### config.mk
export PLATFORM = sky130hd
export DESIGN_NAME = alu_muldiv
export DESIGN_NICKNAME = d
export VERILOG_FILES = /design/src/rtl/alu_muldiv.sv
export SDC_FILE = /design/constraint.sdc
export NUM_CORES = 1
export LEC_CHECK = 0
export CAP_MARGIN = 40
export CORE_MARGIN = 2
export CORE_UTILIZATION = 30
export CTS_CLUSTER_SIZE = 28
export DETAILED_ROUTE_END_ITERATION = 10
export DONT_BUFFER_PORTS = 1
export GPL_TIMING_DRIVEN = 0
export PLACE_DENSITY = 0.55
export SYNTH_ARGS = -nofsm -noshare
export SYNTH_HDL_FRONTEND = slang
export SYNTH_SLANG_ARGS = --single-unit
### constraint.sdc
create_clock -name clk -period 3.25 [get_ports clk]
set_input_delay 0.4875 -clock clk [delete_from_list [all_inputs] [get_ports clk]]
set_output_delay 0.4875 -clock clk [all_outputs]
set_load 0.1 [all_outputs]
### src/rtl/alu_muldiv.sv
// Single-issue ALU with an optional iterative multiply/divide unit (one bit per cycle).
// Define ALU_MULDIV_M_EXT_EN to build opcodes 16-23; otherwise they decode as illegal.
module alu_muldiv #(
   parameter int unsigned WIDTH = 32
) (
   input  logic             clk,
   input  logic             reset,
   input  logic             in_valid,
   output logic             in_ready,
   input  logic [WIDTH-1:0] operand1,
   input  logic [WIDTH-1:0] operand2,
   input  logic [4:0]       operation,
   output logic             out_valid,
   input  logic             out_ready,
   output logic [WIDTH-1:0] result,
   output logic             illegal
);

   localparam int unsigned SW = $clog2(WIDTH);
   localparam int unsigned CW = $clog2(WIDTH);

   typedef enum logic [1:0] {IDLE, BUSY, DONE} state_t;

   state_t           state;
   state_t           state_nxt;
   logic             accept;
   logic             alu_legal;
   logic             md_sel;
   logic             md_last;
   logic [WIDTH-1:0] md_res;
   logic [WIDTH-1:0] alu_res;
   logic [SW-1:0]    shamt;
   logic             load_res;
   logic [WIDTH-1:0] res_nxt;
   logic             ill_nxt;

   assign accept    = (state == IDLE) && in_valid;
   assign shamt     = operand2[SW-1:0];
   assign alu_legal = (operation <= 5'd11);

   // Single-cycle operations, evaluated straight from the request inputs
   always_comb begin
      alu_res = '0;
      case (operation)
         5'd0:    alu_res = operand1 + operand2;
         5'd1:    alu_res = operand1 - operand2;
         5'd2:    alu_res = operand1 & operand2;
         5'd3:    alu_res = operand1 | operand2;
         5'd4:    alu_res = operand1 << shamt;
         5'd5:    alu_res = operand1 >> shamt;
         5'd6:    alu_res = operand1 ^ operand2;
         5'd7:    alu_res = {{(WIDTH-1){1'b0}}, ($signed(operand1) < $signed(operand2))};
         5'd8:    alu_res = operand2 + WIDTH'(4);
         5'd9:    alu_res = operand2;
         5'd10:   alu_res = WIDTH'($signed(operand1) >>> shamt);
         5'd11:   alu_res = {{(WIDTH-1){1'b0}}, (operand1 < operand2)};
         default: alu_res = '0;
      endcase
   end

`ifdef ALU_MULDIV_M_EXT_EN
   logic             md_start;
   logic [WIDTH:0]   md_hi;
   logic [WIDTH-1:0] md_lo;
   logic [WIDTH-1:0] md_b;
   logic [WIDTH-1:0] md_a;
   logic [2:0]       md_op;
   logic             md_neg;
   logic             md_negr;
   logic             md_dz;
   logic [CW-1:0]    md_cnt;

   logic             a_sgn;
   logic             b_sgn;
   logic             a_neg;
   logic             b_neg;
   logic [WIDTH-1:0] mag_a;
   logic [WIDTH-1:0] mag_b;

   logic [WIDTH:0]   mul_sum;
   logic [WIDTH:0]   div_shift;
   logic             div_ge;
   logic [WIDTH:0]   hi_step;
   logic [WIDTH-1:0] lo_step;

   logic [2*WIDTH-1:0] prod;
   logic [2*WIDTH-1:0] prod_s;
   logic [WIDTH-1:0]   quo;
   logic [WIDTH-1:0]   rem;

   assign md_sel   = (operation[4:3] == 2'b10);
   assign md_start = accept && md_sel;
   assign md_last  = (state == BUSY) && (md_cnt == CW'(WIDTH - 1));

   // Both units work on magnitudes; signs are reapplied when the result is formed
   always_comb begin
      if (operation[2]) begin
         a_sgn = ~operation[0];
         b_sgn = ~operation[0];
      end else begin
         a_sgn = (operation[1:0] != 2'b11);
         b_sgn = ~operation[1];
      end
      a_neg = a_sgn && operand1[WIDTH-1];
      b_neg = b_sgn && operand2[WIDTH-1];
      mag_a = a_neg ? -operand1 : operand1;
      mag_b = b_neg ? -operand2 : operand2;
   end

   // One shift-add (multiply) or restoring-subtract (divide) step
   always_comb begin
      mul_sum   = md_hi + (md_lo[0] ? {1'b0, md_b} : '0);
      div_shift = {md_hi[WIDTH-1:0], md_lo[WIDTH-1]};
      div_ge    = (div_shift >= {1'b0, md_b});
      if (md_op[2]) begin
         hi_step = div_ge ? (div_shift - {1'b0, md_b}) : div_shift;
         lo_step = {md_lo[WIDTH-2:0], div_ge};
      end else begin
         hi_step = {1'b0, mul_sum[WIDTH:1]};
         lo_step = {mul_sum[0], md_lo[WIDTH-1:1]};
      end
   end

   // Result formed from the final step so it lands in the same cycle as DONE
   always_comb begin
      prod   = {hi_step[WIDTH-1:0], lo_step};
      prod_s = md_neg ? -prod : prod;
      quo    = md_neg ? -lo_step : lo_step;
      rem    = md_negr ? -hi_step[WIDTH-1:0] : hi_step[WIDTH-1:0];
      if (md_dz) begin
         quo = '1;
         rem = md_a;
      end
      if (md_op[2]) begin
         md_res = md_op[1] ? rem : quo;
      end else begin
         md_res = (md_op[1:0] == 2'b00) ? prod_s[WIDTH-1:0] : prod_s[2*WIDTH-1:WIDTH];
      end
   end

   always_ff @(posedge clk) begin
      if (md_start) begin
         md_hi   <= '0;
         md_lo   <= mag_a;
         md_b    <= mag_b;
         md_a    <= operand1;
         md_op   <= operation[2:0];
         md_neg  <= a_neg ^ b_neg;
         md_negr <= a_neg;
         md_dz   <= (operand2 == '0);
         md_cnt  <= '0;
      end else if (state == BUSY) begin
         md_hi  <= hi_step;
         md_lo  <= lo_step;
         md_cnt <= md_cnt + CW'(1);
      end
   end
`else
   assign md_sel  = 1'b0;
   assign md_last = 1'b0;
   assign md_res  = '0;
`endif

   always_comb begin
      state_nxt = state;
      load_res  = 1'b0;
      res_nxt   = alu_res;
      ill_nxt   = 1'b0;
      case (state)
         IDLE: begin
            if (accept) begin
               if (md_sel) begin
                  state_nxt = BUSY;
               end else begin
                  state_nxt = DONE;
                  load_res  = 1'b1;
                  res_nxt   = alu_legal ? alu_res : '0;
                  ill_nxt   = ~alu_legal;
               end
            end
         end
         BUSY: begin
            if (md_last) begin
               state_nxt = DONE;
               load_res  = 1'b1;
               res_nxt   = md_res;
            end
         end
         DONE: begin
            if (out_ready) begin
               state_nxt = IDLE;
            end
         end
         default: state_nxt = IDLE;
      endcase
   end

   // Handshake flags are registered copies of the next state
   always_ff @(posedge clk) begin
      if (reset) begin
         state     <= IDLE;
         in_ready  <= 1'b1;
         out_valid <= 1'b0;
         result    <= '0;
         illegal   <= 1'b0;
      end else begin
         state     <= state_nxt;
         in_ready  <= (state_nxt == IDLE);
         out_valid <= (state_nxt == DONE);
         if (load_res) begin
            result  <= res_nxt;
            illegal <= ill_nxt;
         end
      end
   end

endmodule

======== Word level (Yosys, flattened, before mapping) ========
Cells that the tools add are included.
storage, ports and cells
  register bits ........................... 37
  bits of input ports ..................... 73
  output and inout port bits .............. 35
  logic and storage cells ................. 47
cells by class
  add/sub/neg operators ................... 3
  order comparisons ....................... 3
  equality and inequality tests ........... 14
  shift-type cells ........................ 3
  muxes and demuxes ....................... 11
  bitwise operators ....................... 4
  reduce and logical (&&, ||, !) cells .... 4
operators with widths
  operator               count
  $pmux 32 s12           1
  $mux 32                3
  $lt 32x32->1           2
  $add 32x3->32 const B  1
  $add 32x32->32         1
  $and 32x32->32         1
  $or 32x32->32          1
  $shl 32x5->32          1
  $shr 32x5->32          1
  $sshr 32x5->32         1
  $sub 32x32->32         1
  $xor 32x32->32         1
  $eq 5x3->1 const B     4
  $eq 5x4->1 const B     4
  $eq 5x2->1 const B     2
  $pmux 2 s3             1
  $eq 5x1->1 const B     1
  $le 5x4->1 const B     1
  $logic_not 5->1        1
  $eq 2x2->1 const B     2
  $logic_not 2->1        2
  $mux 1                 4
  $mux 2                 2
  $eq 2x1->1 const B     1
  other kinds (2)        2

======== Longest topological paths before layout ========
Gate-level depths: netlist (run 1).
  depth in word-level cells ............... 5
  gate-level depth with buffers ........... 16
  gate-level depth less buffers ........... 14

======== Least setup slack after synthesis (run 1) ========
No wires, ideal clock.
  path type ............................... in2reg
  start ................................... input port operand2[2]
  end ..................................... register result[30]
  arrival ................................. 3.402 ns
  slack ................................... -0.239 ns
  stages .................................. 16
  cell sequence ........................... buf_2 > inv_1 > buf_2 > buf_2 > ha_1 > buf_2 > a21oi_2 > o211ai_1 > nor3b_1 > or4b_4 > a31oi_4 > o21ai_2 > a31oi_1 > xnor2_1 > nand2_1 > a221oi_2
on the way
  word-level cells in the longest chain between the ends .. 5
  elaborated cells on any way between the ends .. 10
  those cells by class .................... add/sub: 3; shift: 3; mux: 4
ends and longest elaborated chain
  element                                RTL line  source
  start, declared                        11        input logic [WIDTH-1:0] operand2,
  $add 32x3->32 (tied with other cells)  53        5'd8: alu_res = operand2 + WIDTH'(4);
  $pmux 32 s12 *                         44        case (operation)
  $mux 32                                177       res_nxt = alu_legal ? alu_res : '0;
  $mux 32                                171       if (accept) begin
  $mux 32 *                              n/a
  end signal, assigned                   211       result <= res_nxt;
  end, declared                          15        output logic [WIDTH-1:0] result,
Every way passes the cells marked *; elsewhere a longest branch is shown, timed or not.
A chain may end at the register's enable or synchronous reset.

======== Worst setup path after layout (run 1) ========
  start ................................... input port operand2[3]
  end ..................................... register result[23]
The elaborated chain is that of the path after synthesis.

==> results of run 1 <==
metal layers:
layer | routed length (um) | share of wire [%] | vias to the layer above
met5 | 0 | 0 | -
met4 | 4524 | 6.9 | 0
met3 | 7795 | 12 | 249
met2 | 27320 | 42 | 1117
met1 | 25760 | 39 | 6654
li1 | - | - | 5991
placed cells by master (no fill, tap or decap), drive strengths merged, types with 32 or more instances in the layout:
| cell type | count |
|---|---|
| buf | 119 |
| xnor2 | 49 |
| nor2 | 158 |
| dfxtp | 37 |
| inv | 91 |
| a211oi | 36 |
| nand3 | 45 |
| a21oi | 147 |
| nor3 | 42 |
| clkbuf | 55 |
| o21ai | 115 |
| nand2 | 191 |
| ha | 105 |
| mux2i | 56 |
| a221oi | 32 |
critical path, stage by stage:
cell	delay, ns
clkbuf_1	0.43
clkbuf_1	0.56
clkbuf_1	0.60
o21ai_0	0.40
a221oi_1	0.45
a31oi_1	0.22
a21oi_1	0.15
o31ai_1	0.08
sequential cells by signal (all words and copies together) (netlist names):
name and flops:
illegal 1, in_ready 1, out_valid 1, result 32, state 2
per-stage QoR:
stage                     hold WS (ns)  instance area, um2  setup TNS (ns)  worst slack [ns]  utilization, %
after floorplan                 0.4331               11040        -0.02039          -0.02039               -
after global placement          0.4580               11630          -19.11            -1.128           31.99
after detailed placement        0.4724               12430          -17.73            -1.081           34.21
after CTS                       0.2972               12880               0          0.008021           35.44
after global routing            0.3048               13050        -0.06618          -0.03668           35.90
final                           0.2959               13060               0           0.03018           35.92
area by class of cell:
type | count | area [um2]
Fill cell | 3879 | 23290
Multi-Input combinational cell | 1346 | 9588
Timing Repair Buffer | 59 | 959.7
Sequential cell | 37 | 740.7
Buffer | 111 | 646.9
Tap cell | 468 | 585.6
Inverter | 92 | 377.9
Clock buffer | 5 | 125.1
Clock inverter | 3 | 17.52
Timing Repair inverter | 1 | 8.758
Antenna cell | 2 | 5.005
cell families after synthesis:
group | Yosys count
and+or+nand+nor | 553
AOI/OAI and AO/OA | 538
buffers and inverters | 208
adders and majority gates | 107
muxes | 96
xor gates and xnor gates | 52
DFF | 37
power breakdown:
part	internal (uW)	switching, uW
sequential	464	14.7
combinational	668	1260
clock	284	263
total	1420	1540
worst max-delay path by stage:
stage | start | end
final | operand2[3] | result[23]
after global routing | operand2[3] | result[25]
after floorplan | operand2[4] | result[30]
after CTS | operand2[4] | result[25]
after detailed placement | operand2[3] | result[31]
after global placement | operand2[3] | result[31]
what timing repair did:
action / in CTS / in global routing
gates cloned: 2 / 0
pin swaps: 10 / 17
setup endpoints to repair: 23 / 14
gates resized for setup: 44 / 35
buffers inserted: 10 / 6
==> flow_summary.toml, run 1 <==
[clocking]
cts-root-buf = "clkbuf_16"
clk_latency_ns = 0.31
clock-sinks = 37
cts_tree = "yes"
cts_buffers = 5
clk_pin_slew_ns = 0.07
clk_path_buf_depth = 2
htree_levels = 2
cts_hold_repair.buffers = 0

[yosys]
yosysMostFrequentCell = "nand2_1"
yosys_warnings = 0
synth_simple_gate_area_share_pct = 23.43
synth.area.top_cells = "ha_1, dfxtp_1, nand2_1"
synth_compound_area_share_pct = 32.67
synthAdderAreaFrac_pct = 12.30
syn_inst = 1591
synth_ff_type = "dfxtp_1"
synth_xor_area_share_pct = 4.139
synth-edff-count = 0
synth_area_per_cell_um2 = 6.917
synthMuxAreaShare_pct = 12.47
ys_ff_latch = 37
synth_area_mm2 = 0.01100
postSynth.asyncResetShare_pct = 0
syn_nets = 1771
yosys-top-cells-count = "nand2_1, nor2_1, a21oi_1, ha_1, inv_1"
synth_top_family_by_area = "compound AO/OA/AOI/OAI gates"
synth_top_area_share_pct = 11.94
ys_seq_area_share_pct = 6.731
synth_cell_types = 91
netlist.top_cell.by_area = "ha_1"

[worst_setup_path]
cp_max_fo = 10
critPathArrivalTime_ns = 3.40
cp-end-kind = "flip-flop"
worst-setup-path-type = "in2reg"
rrSetupSlack_ns = 0.71
r2r_start = "state[1]"
crit_required_ns = 3.43
worst_r2r_path_depth = 8
cp-start-kind = "primary input"
reg2reg_to = "result[8]"

[min_path]
min_path_cells = 1
min_to = "out_valid"
hp-start = "reset"
hp-class = "in2reg"

[global_route]
grt.met2_usage_pct = 50.89
first_global_vias = 13340
grt_max_degree = 22
use_met3_pct = 7.098
gr-total-overflow = 0
gr-usage-all-layers_pct = 33.59
gr-usage-met1_pct = 44.38
grt.busiest_layer = "met2"
grt_pass1_wl_um = 94360
antenna_found_initial = 0

[timing]
worst_pin_slew_ns = 0.9443
period_share_pct = 99.07
timing.final.crit_period_ns = 3.220
slew_violations = 0
fmax_ghz = 0.3106
slew_headroom_pct = 37.05
finalSetupViolations = 0
hold_viol_final = 0
rsz0062_at_grt = "yes"
skew_ns = 0.01173

[placement]
dp_hpwl_um = 50970
place_inst = 2101
numPortBuffers = 0
gp_congestion = 1.024

[power_and_ir_drop]
ir_drop_mv = 0.1776
total_power_uw = 2951
p_leak_uw = 0.005049
p_per_area_mw_per_mm2 = 226.0

[route]
wl_per_cell_um = 30.79
drtIter0Drc = 1825
drc = 0
route.vias.total = 14010
dr.pass1.iters = 6
antenna_left = 0
vias_per_cell = 6.597
drt-total-wl_um = 65400

[die]
io-pin-count = 108
start_util_pct = 30.28
fp.dieH_um = 195.5
fp.dieArea_mm2 = 0.03823
rows = 70
die_w_um = 195.5
fp.coreArea_mm2 = 0.03635

[cells_and_area]
syn_to_final_growth_pct = 18.64
stdcell_count = 2124
final_nets = 1833
drive_gt1_share_pct = 14.21

[job]
maxCapViolCount = 0

[status]
outcome = "finished clean"
(Power assumes the default switching activity.)
==> run 2: changes to the inputs <==
Settings changed: CORE_UTILIZATION 30 to 25, PLACE_DENSITY 0.55 to 0.5.
==> flow_summary.toml, run 2 (synthesis gave the netlist of run 1 again) <==
[status]
outcome = "finished, violations left"
failed_checks = "negative setup slack"

[min_path]
hp-class = "in2reg"
min_path_cells = 1
min_to = "state[1]"
hp-start = "out_ready"

[clocking]
clk_latency_ns = 0.32
cts-root-buf = "clkbuf_16"
clk_path_buf_depth = 2
cts_buffers = 5
clock-sinks = 37
clk_pin_slew_ns = 0.06
htree_levels = 2
cts_tree = "yes"
cts_hold_repair.buffers = 0

[worst_setup_path]
worst_r2r_path_depth = 8
worst-setup-path-type = "in2reg"
rrSetupSlack_ns = 0.42
r2r_start = "state[1]"
cp_max_fo = 10
cp-start-kind = "primary input"
cp-end-kind = "flip-flop"
reg2reg_to = "result[26]"
crit_required_ns = 3.45
critPathArrivalTime_ns = 3.47

[placement]
dpl_cell_area_mm2 = 0.01248
dp_hpwl_um = 52680
place_inst = 2217
numPortBuffers = 0
dp_slack_ns = -1.084
gp_congestion = 1.010

[power_and_ir_drop]
p_per_area_mw_per_mm2 = 231.6
p_seq_share_pct = 15.8
p_leak_uw = 0.005031
p_clk_share_pct = 21.2
combinationalPowerShare_pct = 63.0
ir_drop_mv = 0.1964
swShare_pct = 50.23
p_switching_uw = 1523
internal-power_uw = 1508

[global_route]
first_global_vias = 13150
grt_max_degree = 22
antenna_found_initial = 1
gr-total-overflow = 0
grt_pass1_wl_um = 94050
gr-usage-all-layers_pct = 28.50

[cells_and_area]
final_common_cell = "nand2_1"
largest_register = "result"
diodes = 0
drive_gt1_share_pct = 13.98
syn_to_final_growth_pct = 18.92
largest_register_ffs = 32
stdcell_count = 2237
final_cell_mix = "nand2_1, nor2_1, a21oi_1, ha_1, inv_1"
final_nets = 1831
largestRegisters = "result: 32 flops, state: 2 flops"
final_area_mm2 = 0.01309
fin_util_pct = 30.25

[timing]
finalSetupViolations = 1
hold_viol_final = 0
slew_violations = 0
tns_ns = -0.02141
worst_pin_slew_ns = 0.9789
skew_ns = 0.009396
timing.final.crit_period_ns = 3.271
period_share_pct = 100.7
finalWorstSetupSlack_ns = -0.02141
slew_headroom_pct = 34.74
fmax_ghz = 0.3057
rsz0062_at_grt = "yes"

[route]
antenna_left = 0
dr.pass1.iters = 5
drt-total-wl_um = 66110
drc = 0
route.vias.total = 13840
drtIter0Drc = 1910
vias_per_cell = 6.188
wl_per_cell_um = 29.55

[die]
start_util_pct = 25.43
fp.dieH_um = 213.8
fp.coreArea_mm2 = 0.04327
fp.dieArea_mm2 = 0.04571
io-pin-count = 108
die_w_um = 213.8
rows = 76

[job]
maxCapViolCount = 0
-- run 2: cell count changes in the layout (fill, tap and decap cells not counted), sizes merged --
| cell | change |
|---|---|
| diode | -2 |
| clkinvlp | -1 |
| clkbuf | +2 |
| clkinv | -1 |
| buf | -2 |
| bufinv | +1 |
| inv | -1 |
-- run 2: final cells by class --
class | instances | area (um2)
inverter | 92 | 369.1
clock buffer | 7 | 142.6
timing repair buffer | 55 | 842.1
tap | 585 | 732.0
fill | 4754 | 30180
timing repair inverter | 1 | 8.758
multi-input combinational | 1346 | 9560
sequential | 37 | 740.7
buffer | 113 | 660.6
clock inverter | 1 | 30.03
-- run 2: critical path, cell delays in order --
cell      delay, ns
buf_4          0.19
buf_2          0.38
buf_1          0.60
mux2i_1        0.49
nand2_1        0.19
nand3_1        0.19
a22oi_1        0.18
a211oi_1       0.36
o21ai_1        0.17
a22o_1         0.21
-- run 2: repair_timing --
item,4_1_cts,5_1_grt
setup endpoints to repair,23,17
gates cloned,2,0
pin swaps,8,10
resized for setup,37,32
setup buffers,5,8
-- run 2: how the worst max path moves through the flow --
stage / startpoint / endpoint / slack, ns
CTS: operand2[2] / result[31] / -0.009
detailed placement: operand2[1] / result[31] / -1.08
floorplan: operand2[4] / result[30] / -0.02
finish: operand2[1] / result[13] / -0.02
global placement: operand2[3] / result[31] / -1.12
global route: operand2[2] / result[25] / -0.1
-- run 2: stage by stage --
| step | hold WS (ns) | total power (uW) |
|---|---|---|
| finish | 0.2909 | 3031 |
| global route | 0.2878 | 3155 |
| CTS | 0.2850 | 2939 |
| detailed placement | 0.4614 | 2250 |
| global placement | 0.4541 | 2213 |
| floorplan | 0.4331 | 1697 |
-- run 2: metal layers --
| metal | global-route usage [%] | routed length [um] | vias to the layer above | part of all wire [%] |
|---|---|---|---|---|
| met5 | 0 | 0 | - | 0 |
| met4 | 11.14 | 2903 | 0 | 4.4 |
| met3 | 6.151 | 6940 | 166 | 10 |
| met2 | 44.14 | 28670 | 913 | 43 |
| met1 | 38.48 | 27600 | 6770 | 42 |
| li1 | - | - | 5993 | - |
-- run 2: power groups by stage --
stage          Sequential [uW]  Clock, uW  Combinational [uW]
6_report                   478        644                1910
2_1_floorplan              552          0                1140
5_1_grt                    479        661                2020
4_1_cts                    478        647                1810
3_3_place_gp               556          0                1660
3_5_place_dp               488          0                1760
